`src/rtl/pipelined_exec_core.sv`:
```
// pipelined_exec_core: three-stage RV32I integer execute pipeline (ID -> EX -> WB).
// Instruction words arrive on a valid/ready stream. Retired results leave through a
// valid/ready stream. The core handles OP, OP-IMM and LUI, and resolves RAW hazards
// either by forwarding from EX/WB or by stalling ID.
module pipelined_exec_core #(
  parameter int WIDTH    = 32,
  parameter int NUM_REGS = 32,
  parameter bit FWD_EN   = 1'b1
) (
  input  logic             clk,
  input  logic             rst,
  input  logic             in_valid,
  output logic             in_ready,
  input  logic [31:0]      in_instr,
  output logic             out_valid,
  input  logic             out_ready,
  output logic [WIDTH-1:0] out_result,
  output logic [4:0]       out_rd,
  output logic             out_wen,
  output logic             out_illegal
);

  localparam int IDX_W = (NUM_REGS > 1) ? $clog2(NUM_REGS) : 1;
  localparam int SH_W  = $clog2(WIDTH);

  typedef enum logic [3:0] {
    OP_ADD, OP_SUB, OP_SLL, OP_SLT, OP_SLTU, OP_XOR, OP_SRL, OP_SRA, OP_OR, OP_AND
  } alu_op_e;

  // Map funct3 (+ alternate bit for SUB/SRA) to an ALU operation.
  function automatic alu_op_e f3_to_op(input logic [2:0] f3, input logic alt);
    alu_op_e op;
    case (f3)
      3'b000:  op = alt ? OP_SUB : OP_ADD;
      3'b001:  op = OP_SLL;
      3'b010:  op = OP_SLT;
      3'b011:  op = OP_SLTU;
      3'b100:  op = OP_XOR;
      3'b101:  op = alt ? OP_SRA : OP_SRL;
      3'b110:  op = OP_OR;
      3'b111:  op = OP_AND;
      default: op = OP_ADD;
    endcase
    return op;
  endfunction

  // Integer ALU; shifts use the low log2(WIDTH) bits of operand b.
  function automatic logic [WIDTH-1:0] alu(input alu_op_e op, input logic [WIDTH-1:0] a,
                                           input logic [WIDTH-1:0] b);
    logic [SH_W-1:0]  sh;
    logic [WIDTH-1:0] r;
    sh = b[SH_W-1:0];
    case (op)
      OP_ADD:  r = a + b;
      OP_SUB:  r = a - b;
      OP_SLL:  r = a << sh;
      OP_SLT:  r = {{(WIDTH-1){1'b0}}, ($signed(a) < $signed(b))};
      OP_SLTU: r = {{(WIDTH-1){1'b0}}, (a < b)};
      OP_XOR:  r = a ^ b;
      OP_SRL:  r = a >> sh;
      OP_SRA:  r = $unsigned($signed(a) >>> sh);
      OP_OR:   r = a | b;
      OP_AND:  r = a & b;
      default: r = {WIDTH{1'b0}};
    endcase
    return r;
  endfunction

  // Sign-extend a 32-bit value to the datapath width.
  function automatic logic [WIDTH-1:0] sext32(input logic [31:0] v);
    logic [WIDTH-1:0] r;
    r = {WIDTH{v[31]}};
    r[31:0] = v;
    return r;
  endfunction

  // Pipeline state
  logic [WIDTH-1:0] regs_q [NUM_REGS];
  logic             id_valid_q, id_valid_d;
  logic [31:0]      id_instr_q, id_instr_d;
  logic             ex_valid_q, ex_valid_d, ex_wen_q, ex_wen_d, ex_ill_q, ex_ill_d;
  alu_op_e          ex_op_q, ex_op_d;
  logic [WIDTH-1:0] ex_a_q, ex_a_d, ex_b_q, ex_b_d;
  logic [4:0]       ex_rd_q, ex_rd_d;
  logic             wb_valid_q, wb_valid_d, wb_wen_q, wb_wen_d, wb_ill_q, wb_ill_d;
  logic [WIDTH-1:0] wb_res_q, wb_res_d;
  logic [4:0]       wb_rd_q, wb_rd_d;

  // Decode / control signals
  logic [4:0]       rd_s, rs1_s, rs2_s;
  logic             use_rs1_s, use_rs2_s, imm_sel_s, lui_s, ill_s, dec_wen_s;
  alu_op_e          dec_op_s;
  logic [WIDTH-1:0] rf1_s, rf2_s, opa_s, opb_s, ex_res_s;
  logic             stall_s, hazard_s, id_adv_s, wb_fire_s;

  assign rd_s  = id_instr_q[11:7];
  assign rs1_s = id_instr_q[19:15];
  assign rs2_s = id_instr_q[24:20];

  // Decode the ID-stage word: operation, operand usage and legality.
  always_comb begin
    dec_op_s  = OP_ADD;
    use_rs1_s = 1'b0;
    use_rs2_s = 1'b0;
    imm_sel_s = 1'b0;
    lui_s     = 1'b0;
    ill_s     = 1'b0;
    case (id_instr_q[6:0])
      7'b0110011: begin
        use_rs1_s = 1'b1;
        use_rs2_s = 1'b1;
        dec_op_s  = f3_to_op(id_instr_q[14:12], id_instr_q[30]);
        if (id_instr_q[31:25] == 7'b0000000) begin
          ill_s = 1'b0;
        end else if (id_instr_q[31:25] == 7'b0100000 &&
                     (id_instr_q[14:12] == 3'b000 || id_instr_q[14:12] == 3'b101)) begin
          ill_s = 1'b0;
        end else begin
          ill_s = 1'b1;
        end
      end
      7'b0010011: begin
        use_rs1_s = 1'b1;
        imm_sel_s = 1'b1;
        dec_op_s  = f3_to_op(id_instr_q[14:12],
                             (id_instr_q[14:12] == 3'b101) && id_instr_q[30]);
      end
      7'b0110111: lui_s = 1'b1;
      default:    ill_s = 1'b1;
    endcase
    if (int'(rd_s) >= NUM_REGS ||
        (use_rs1_s && int'(rs1_s) >= NUM_REGS) ||
        (use_rs2_s && int'(rs2_s) >= NUM_REGS)) begin
      ill_s = 1'b1;
    end else begin
      ill_s = ill_s;
    end
    dec_wen_s = !ill_s && (rd_s != 5'd0);
  end

  // Operand fetch with optional EX/WB bypass; x0 is never bypassed.
  always_comb begin
    rf1_s = (int'(rs1_s) < NUM_REGS) ? regs_q[rs1_s[IDX_W-1:0]] : {WIDTH{1'b0}};
    rf2_s = (int'(rs2_s) < NUM_REGS) ? regs_q[rs2_s[IDX_W-1:0]] : {WIDTH{1'b0}};
    opa_s = rf1_s;
    opb_s = rf2_s;
    if (FWD_EN && rs1_s != 5'd0 && ex_valid_q && ex_wen_q && ex_rd_q == rs1_s) begin
      opa_s = ex_res_s;
    end else if (FWD_EN && rs1_s != 5'd0 && wb_valid_q && wb_wen_q && wb_rd_q == rs1_s) begin
      opa_s = wb_res_q;
    end else begin
      opa_s = rf1_s;
    end
    if (FWD_EN && rs2_s != 5'd0 && ex_valid_q && ex_wen_q && ex_rd_q == rs2_s) begin
      opb_s = ex_res_s;
    end else if (FWD_EN && rs2_s != 5'd0 && wb_valid_q && wb_wen_q && wb_rd_q == rs2_s) begin
      opb_s = wb_res_q;
    end else begin
      opb_s = rf2_s;
    end
  end

  // Hazard detection, stall/advance control and stream handshakes.
  always_comb begin
    stall_s  = wb_valid_q && !out_ready;
    hazard_s = !FWD_EN && id_valid_q && !ill_s && (
      (use_rs1_s && rs1_s != 5'd0 &&
        ((ex_valid_q && ex_wen_q && ex_rd_q == rs1_s) ||
         (wb_valid_q && wb_wen_q && wb_rd_q == rs1_s))) ||
      (use_rs2_s && rs2_s != 5'd0 &&
        ((ex_valid_q && ex_wen_q && ex_rd_q == rs2_s) ||
         (wb_valid_q && wb_wen_q && wb_rd_q == rs2_s))));
    id_adv_s  = id_valid_q && !stall_s && !hazard_s;
    in_ready  = !id_valid_q || id_adv_s;
    wb_fire_s = wb_valid_q && out_ready && wb_wen_q;
    ex_res_s  = ex_ill_q ? {WIDTH{1'b0}} : alu(ex_op_q, ex_a_q, ex_b_q);
  end

  // Next-state for the three pipeline stages.
  always_comb begin
    id_valid_d = id_valid_q;
    id_instr_d = id_instr_q;
    ex_valid_d = ex_valid_q; ex_op_d = ex_op_q; ex_a_d = ex_a_q; ex_b_d = ex_b_q;
    ex_rd_d    = ex_rd_q;    ex_wen_d = ex_wen_q; ex_ill_d = ex_ill_q;
    wb_valid_d = wb_valid_q; wb_res_d = wb_res_q; wb_rd_d = wb_rd_q;
    wb_wen_d   = wb_wen_q;   wb_ill_d = wb_ill_q;
    if (in_valid && in_ready) begin
      id_valid_d = 1'b1;
      id_instr_d = in_instr;
    end else if (id_adv_s) begin
      id_valid_d = 1'b0;
    end else begin
      id_valid_d = id_valid_q;
    end
    if (!stall_s) begin
      ex_valid_d = id_adv_s;
      ex_op_d    = lui_s ? OP_ADD : dec_op_s;
      ex_a_d     = lui_s ? {WIDTH{1'b0}} : opa_s;
      ex_b_d     = lui_s     ? sext32({id_instr_q[31:12], 12'h000}) :
                   imm_sel_s ? sext32({{20{id_instr_q[31]}}, id_instr_q[31:20]}) : opb_s;
      ex_rd_d    = rd_s;
      ex_wen_d   = id_adv_s && dec_wen_s;
      ex_ill_d   = id_adv_s && ill_s;
      wb_valid_d = ex_valid_q;
      wb_res_d   = ex_valid_q ? ex_res_s : {WIDTH{1'b0}};
      wb_rd_d    = ex_valid_q ? ex_rd_q : 5'd0;
      wb_wen_d   = ex_valid_q && ex_wen_q;
      wb_ill_d   = ex_valid_q && ex_ill_q;
    end else begin
      ex_valid_d = ex_valid_q;
      wb_valid_d = wb_valid_q;
    end
  end

  // Pipeline registers with asynchronous reset discarding in-flight work.
  always_ff @(posedge clk or negedge rst) begin
    if (!rst) begin
      id_valid_q <= 1'b0; id_instr_q <= 32'h0000_0000;
      ex_valid_q <= 1'b0; ex_op_q <= OP_ADD; ex_a_q <= {WIDTH{1'b0}}; ex_b_q <= {WIDTH{1'b0}};
      ex_rd_q    <= 5'd0; ex_wen_q <= 1'b0;  ex_ill_q <= 1'b0;
      wb_valid_q <= 1'b0; wb_res_q <= {WIDTH{1'b0}}; wb_rd_q <= 5'd0;
      wb_wen_q   <= 1'b0; wb_ill_q <= 1'b0;
    end else begin
      id_valid_q <= id_valid_d; id_instr_q <= id_instr_d;
      ex_valid_q <= ex_valid_d; ex_op_q <= ex_op_d; ex_a_q <= ex_a_d; ex_b_q <= ex_b_d;
      ex_rd_q    <= ex_rd_d;    ex_wen_q <= ex_wen_d; ex_ill_q <= ex_ill_d;
      wb_valid_q <= wb_valid_d; wb_res_q <= wb_res_d; wb_rd_q <= wb_rd_d;
      wb_wen_q   <= wb_wen_d;   wb_ill_q <= wb_ill_d;
    end
  end

  // Register file: written only when the WB result is actually consumed.
  always_ff @(posedge clk or negedge rst) begin
    if (!rst) begin
      for (int i = 0; i < NUM_REGS; i++) regs_q[i] <= {WIDTH{1'b0}};
    end else if (wb_fire_s) begin
      regs_q[wb_rd_q[IDX_W-1:0]] <= wb_res_q;
    end
  end

  assign out_valid   = wb_valid_q;
  assign out_result  = wb_res_q;
  assign out_rd      = wb_rd_q;
  assign out_wen     = wb_wen_q;
  assign out_illegal = wb_ill_q;

endmodule

```
`config.mk`:
```
export PLATFORM = sky130hd
export DESIGN_NAME = pipelined_exec_core
export DESIGN_NICKNAME = d
export VERILOG_FILES = /design/src/rtl/pipelined_exec_core.sv
export SDC_FILE = /design/constraint.sdc
export NUM_CORES = 2
export LEC_CHECK = 0
export ABC_AREA = 1
export CAP_MARGIN = 20
export CORE_UTILIZATION = 45
export CTS_CLUSTER_DIAMETER = 60
export DETAILED_ROUTE_END_ITERATION = 10
export PLACE_DENSITY = 0.63
export SKIP_CTS_REPAIR_TIMING = 1
export SLEW_MARGIN = 5
export SYNTH_ARGS = -nofsm -noshare
export SYNTH_HDL_FRONTEND = slang
export SYNTH_SLANG_ARGS = --single-unit
```
`constraint.sdc`:
```
create_clock -name clk -period 4.1 [get_ports clk]
set_clock_uncertainty 0.2 [all_clocks]
set_input_delay 0.82 -clock clk [delete_from_list [all_inputs] [get_ports clk]]
set_output_delay 0.82 -clock clk [all_outputs]
set_load 0.01 [all_outputs]
```
==> results.json <==
{
  "status": "completed",
  "worst-setup-path-type": "register to register",
  "worstMarginPinSlew_ns": 1.14,
  "grt_max_degree": 176,
  "hold_ws_ns": 0.285,
  "final-hold-violation-count": 0,
  "critPathMaxStageDelay_ns": 0.75,
  "port_buffers": 76,
  "hp-start": "regs_q[539]$_DFFE_PN0P_",
  "synthCells": 10600,
  "grtUsageTotal": 0.398,
  "worstPathArrival_ns": 4.05,
  "final_antenna_net_count": 0,
  "r2r_setup_slack_ns": 0.59,
  "synth_seq_cells": 1173,
  "yosysWarnings": 0,
  "area_growth_pct": 11.1,
  "vdd_ir_drop_max_v": 0.000376,
  "start_util": 0.456,
  "die_h_microns": 403,
  "routedWlPerCell_microns": 26.3,
  "min_path_cells": 2,
  "post_drt_via_cell_ratio": 6.20,
  "finalCritPeriodShare": 0.856,
  "clock_latency_ns": 0.82,
  "grt_pass1_vias": 71900,
  "yosysUniqueCellTypes": 59,
  "finalSetupViolations": 0,
  "critPathMaxFanout": 16,
  "h-tree-depth": 4,
  "synthArstFlopShare": 1.00,
  "die_area_sq_um": 163000,
  "wirelength_microns": 329000,
  "crit_chain": "inv_2 > nand2_1 > nand4_1 > nor4_2 > nand2_4 > buf_4 > o22ai_1 > a21oi_1 > nand2_1 > nand2_1 > nand2_1",
  "clockRootBuffer": "clkbuf_16",
  "p_leak_nw": 35.8,
  "die_w_microns": 403,
  "synth-edff-count": 0,
  "hp-class": "register to register",
  "cts.sinks": 1173,
  "r2r-end": "ex_b_q[7]$_DFFE_PN0N_",
  "drive_gt1_frac": 0.0624,
  "grt_pass1_wl_microns": 485000,
  "rsz0062_at_grt": "false",
  "final_cell_mix": "nand2_1, o21ai_0, nand3_1, dfrtp_1, nor2_1",
  "vias": 77600,
  "dp_hpwl_microns": 212000,
  "synthFlopType": "dfrtp_1",
  "synth.avg_cell_area_sq_um": 6.85,
  "end_kind": "register",
  "critPathMostFrequentCell": "nand2_1",
  "drv_slew": 0,
  "finalNetCount": 10400,
  "cts_buffer_depth": 3,
  "crit_required_ns": 4.64,
  "slew_headroom": 0.238,
  "tritoncts": "done",
  "drc": 0,
  "fin_tns_setup_ns": 0,
  "power-per-cell-area_nw_per_um2": 612,
  "ys_seq_area_frac": 0.405,
  "overflow": 0,
  "numCtsBuffers": 141,
  "r2r_cells": 11,
  "firstDrtPassIters": 8,
  "drv_cap": 0,
  "final_common_cell": "nand2_1",
  "grt_antenna_before_repair": 12,
  "startpoint_type": "register",
  "clock.fmax_mhz": 285,
  "io_pins": 77,
  "cp_slowest_cell": "dfrtp_1",
  "syn_area_sq_um": 72500,
  "rows": 146,
  "worstHoldEndpoint": "regs_q[539]$_DFFE_PN0P_",
  "clkTransAtPathRegs_ns": 0.06,
  "drt_iter0_drc": 11200,
  "synth_fp_nets": 10700,
  "crit-reg2reg-launch": "out_rd[3]$_DFFE_PN0N_",
  "core_area_sq_um": 159000,
  "period_needed_ns": 3.51,
  "gp_congestion": 1.04
}
[where the power goes]
| part | total, mW | leakage (nW) | internal (mW) | switching [mW] |
|---|---|---|---|---|
| Sequential | 13.2 | 16.1 | 12.2 | 1.05 |
| Clock | 12.9 | 2.33 | 7.33 | 5.53 |
| Combinational | 23.2 | 17.4 | 6.22 | 17.0 |
| Total | 49.3 | 35.8 | 25.7 | 23.6 |
[cells by family (layout without fill, tap and decap cells)]
family                     count (synthesis)  in the layout  synth area share
AOI/OAI and AO/OA                       2551           2551             0.187
xor gates and xnor gates                   9              9           0.00109
adders and majority gates                102            102            0.0178
buffers and inverters                   1392           1170            0.0804
DFF                                     1173           1173             0.405
muxes                                      9              9           0.00136
other                                      0              3                 0
and+or+nand+nor                         5342           5342             0.307
[cell type report]
class                   count  area [sq um]
diodes                      3          7.51
clock inverters            65           749
inverters                 519          2000
flip-flops and latches   1173         29400
well taps                2146          2690
multi-input cells        8013         37500
fillers                 15900         78500
repair buffers            396          4240
clock buffers             190          3990
[layer usage]
| metal | routed length [microns] | global-route usage |
|---|---|---|
| met5 | 94 | 0 |
| met3 | 34000 | 0.0809 |
| met2 | 144000 | 0.601 |
| met4 | 23900 | 0.253 |
| met1 | 127000 | 0.520 |
[worst max-delay path by stage]
| stage | start | endpoint | slack (ns) | cells past startpoint |
|---|---|---|---|---|
| after floorplan | ex_b_q[4]$_DFFE_PN0N_ | ex_a_q[18]$_DFFE_PN0N_ | 1.16 | 19 |
| after global placement | out_ready | regs_q[413]$_DFFE_PN0P_ | 0.46 | 9 |
| after detailed placement | out_ready | regs_q[413]$_DFFE_PN0P_ | 0.50 | 9 |
| after CTS | ex_a_q[15]$_DFFE_PN0N_ | ex_b_q[17]$_DFFE_PN0N_ | 0.68 | 17 |
| after global routing | out_rd[3]$_DFFE_PN0N_ | ex_b_q[7]$_DFFE_PN0N_ | 0.47 | 11 |
| final | out_rd[3]$_DFFE_PN0N_ | ex_b_q[7]$_DFFE_PN0N_ | 0.59 | 11 |
[registers in the layout (all words and copies together) (netlist names), 4 cells and up]
name and cells:
ex_b_q 32, ex_a_q 32, id_instr_q 32, ex_rd_q 5
out_result 32, out_rd 5, ex_op_q 4, regs_q 1024
[Yosys cell counts (3+ instances only)]
master	number	share of area
a211oi_1	10	0.0010
a21oi_1	441	0.030
a221o_1	8	0.0011
a221oi_1	4	0.00048
a22oi_1	7	0.00072
a31oi_1	22	0.0019
and2_1	11	0.00095
buf_1	52	0.0027
buf_2	287	0.020
buf_4	40	0.0041
buf_6	11	0.0017
clkbuf_1	480	0.025
clkbuf_2	3	0.00021
clkinv_1	3	0.00016
dfrtp_1	1173	0.40
ha_1	100	0.017
inv_1	495	0.026
inv_2	17	0.00088
inv_4	4	0.00035
mux2_2	7	0.0011
nand2_1	3146	0.16
nand2_2	8	0.00069
nand3_1	1420	0.098
nand3b_1	7	0.00072
nand4_1	48	0.0041
nor2_1	644	0.033
nor2_4	3	0.00047
nor3_1	29	0.0020
nor3_4	4	0.00090
nor4_1	5	0.00043
nor4_2	3	0.00052
o2111ai_1	4	0.00048
o211ai_1	112	0.012
o21ai_0	1621	0.11
o21ai_1	93	0.0064
o21bai_1	7	0.00072
o221ai_1	29	0.0035
o22ai_1	182	0.016
xor2_1	8	0.00097
[critical path, delay by kind of cell (launching register included)]
kind / cells / cell delay [ns]
buffers and inverters: 2 / 0.57
DFF: 1 / 0.75
AOI/OAI and AO/OA: 2 / 0.85
and+or+nand+nor: 7 / 1.07
[per-stage QoR]
step / area [sq um] / util / std cells / power [mW] / worst slack [ns]
after floorplan: 72500 / - / 10600 / 26.5 / 1.16
after global placement: 75600 / 0.475 / 12200 / 35.6 / 0.463
after detailed placement: 75700 / 0.476 / 12200 / 35.7 / 0.503
after CTS: 80500 / 0.506 / 12500 / 48.5 / 0.678
after global routing: 80600 / 0.506 / 12500 / 51.4 / 0.473
final: 80600 / 0.506 / 12500 / 49.3 / 0.590
(Power assumes the default switching activity.)
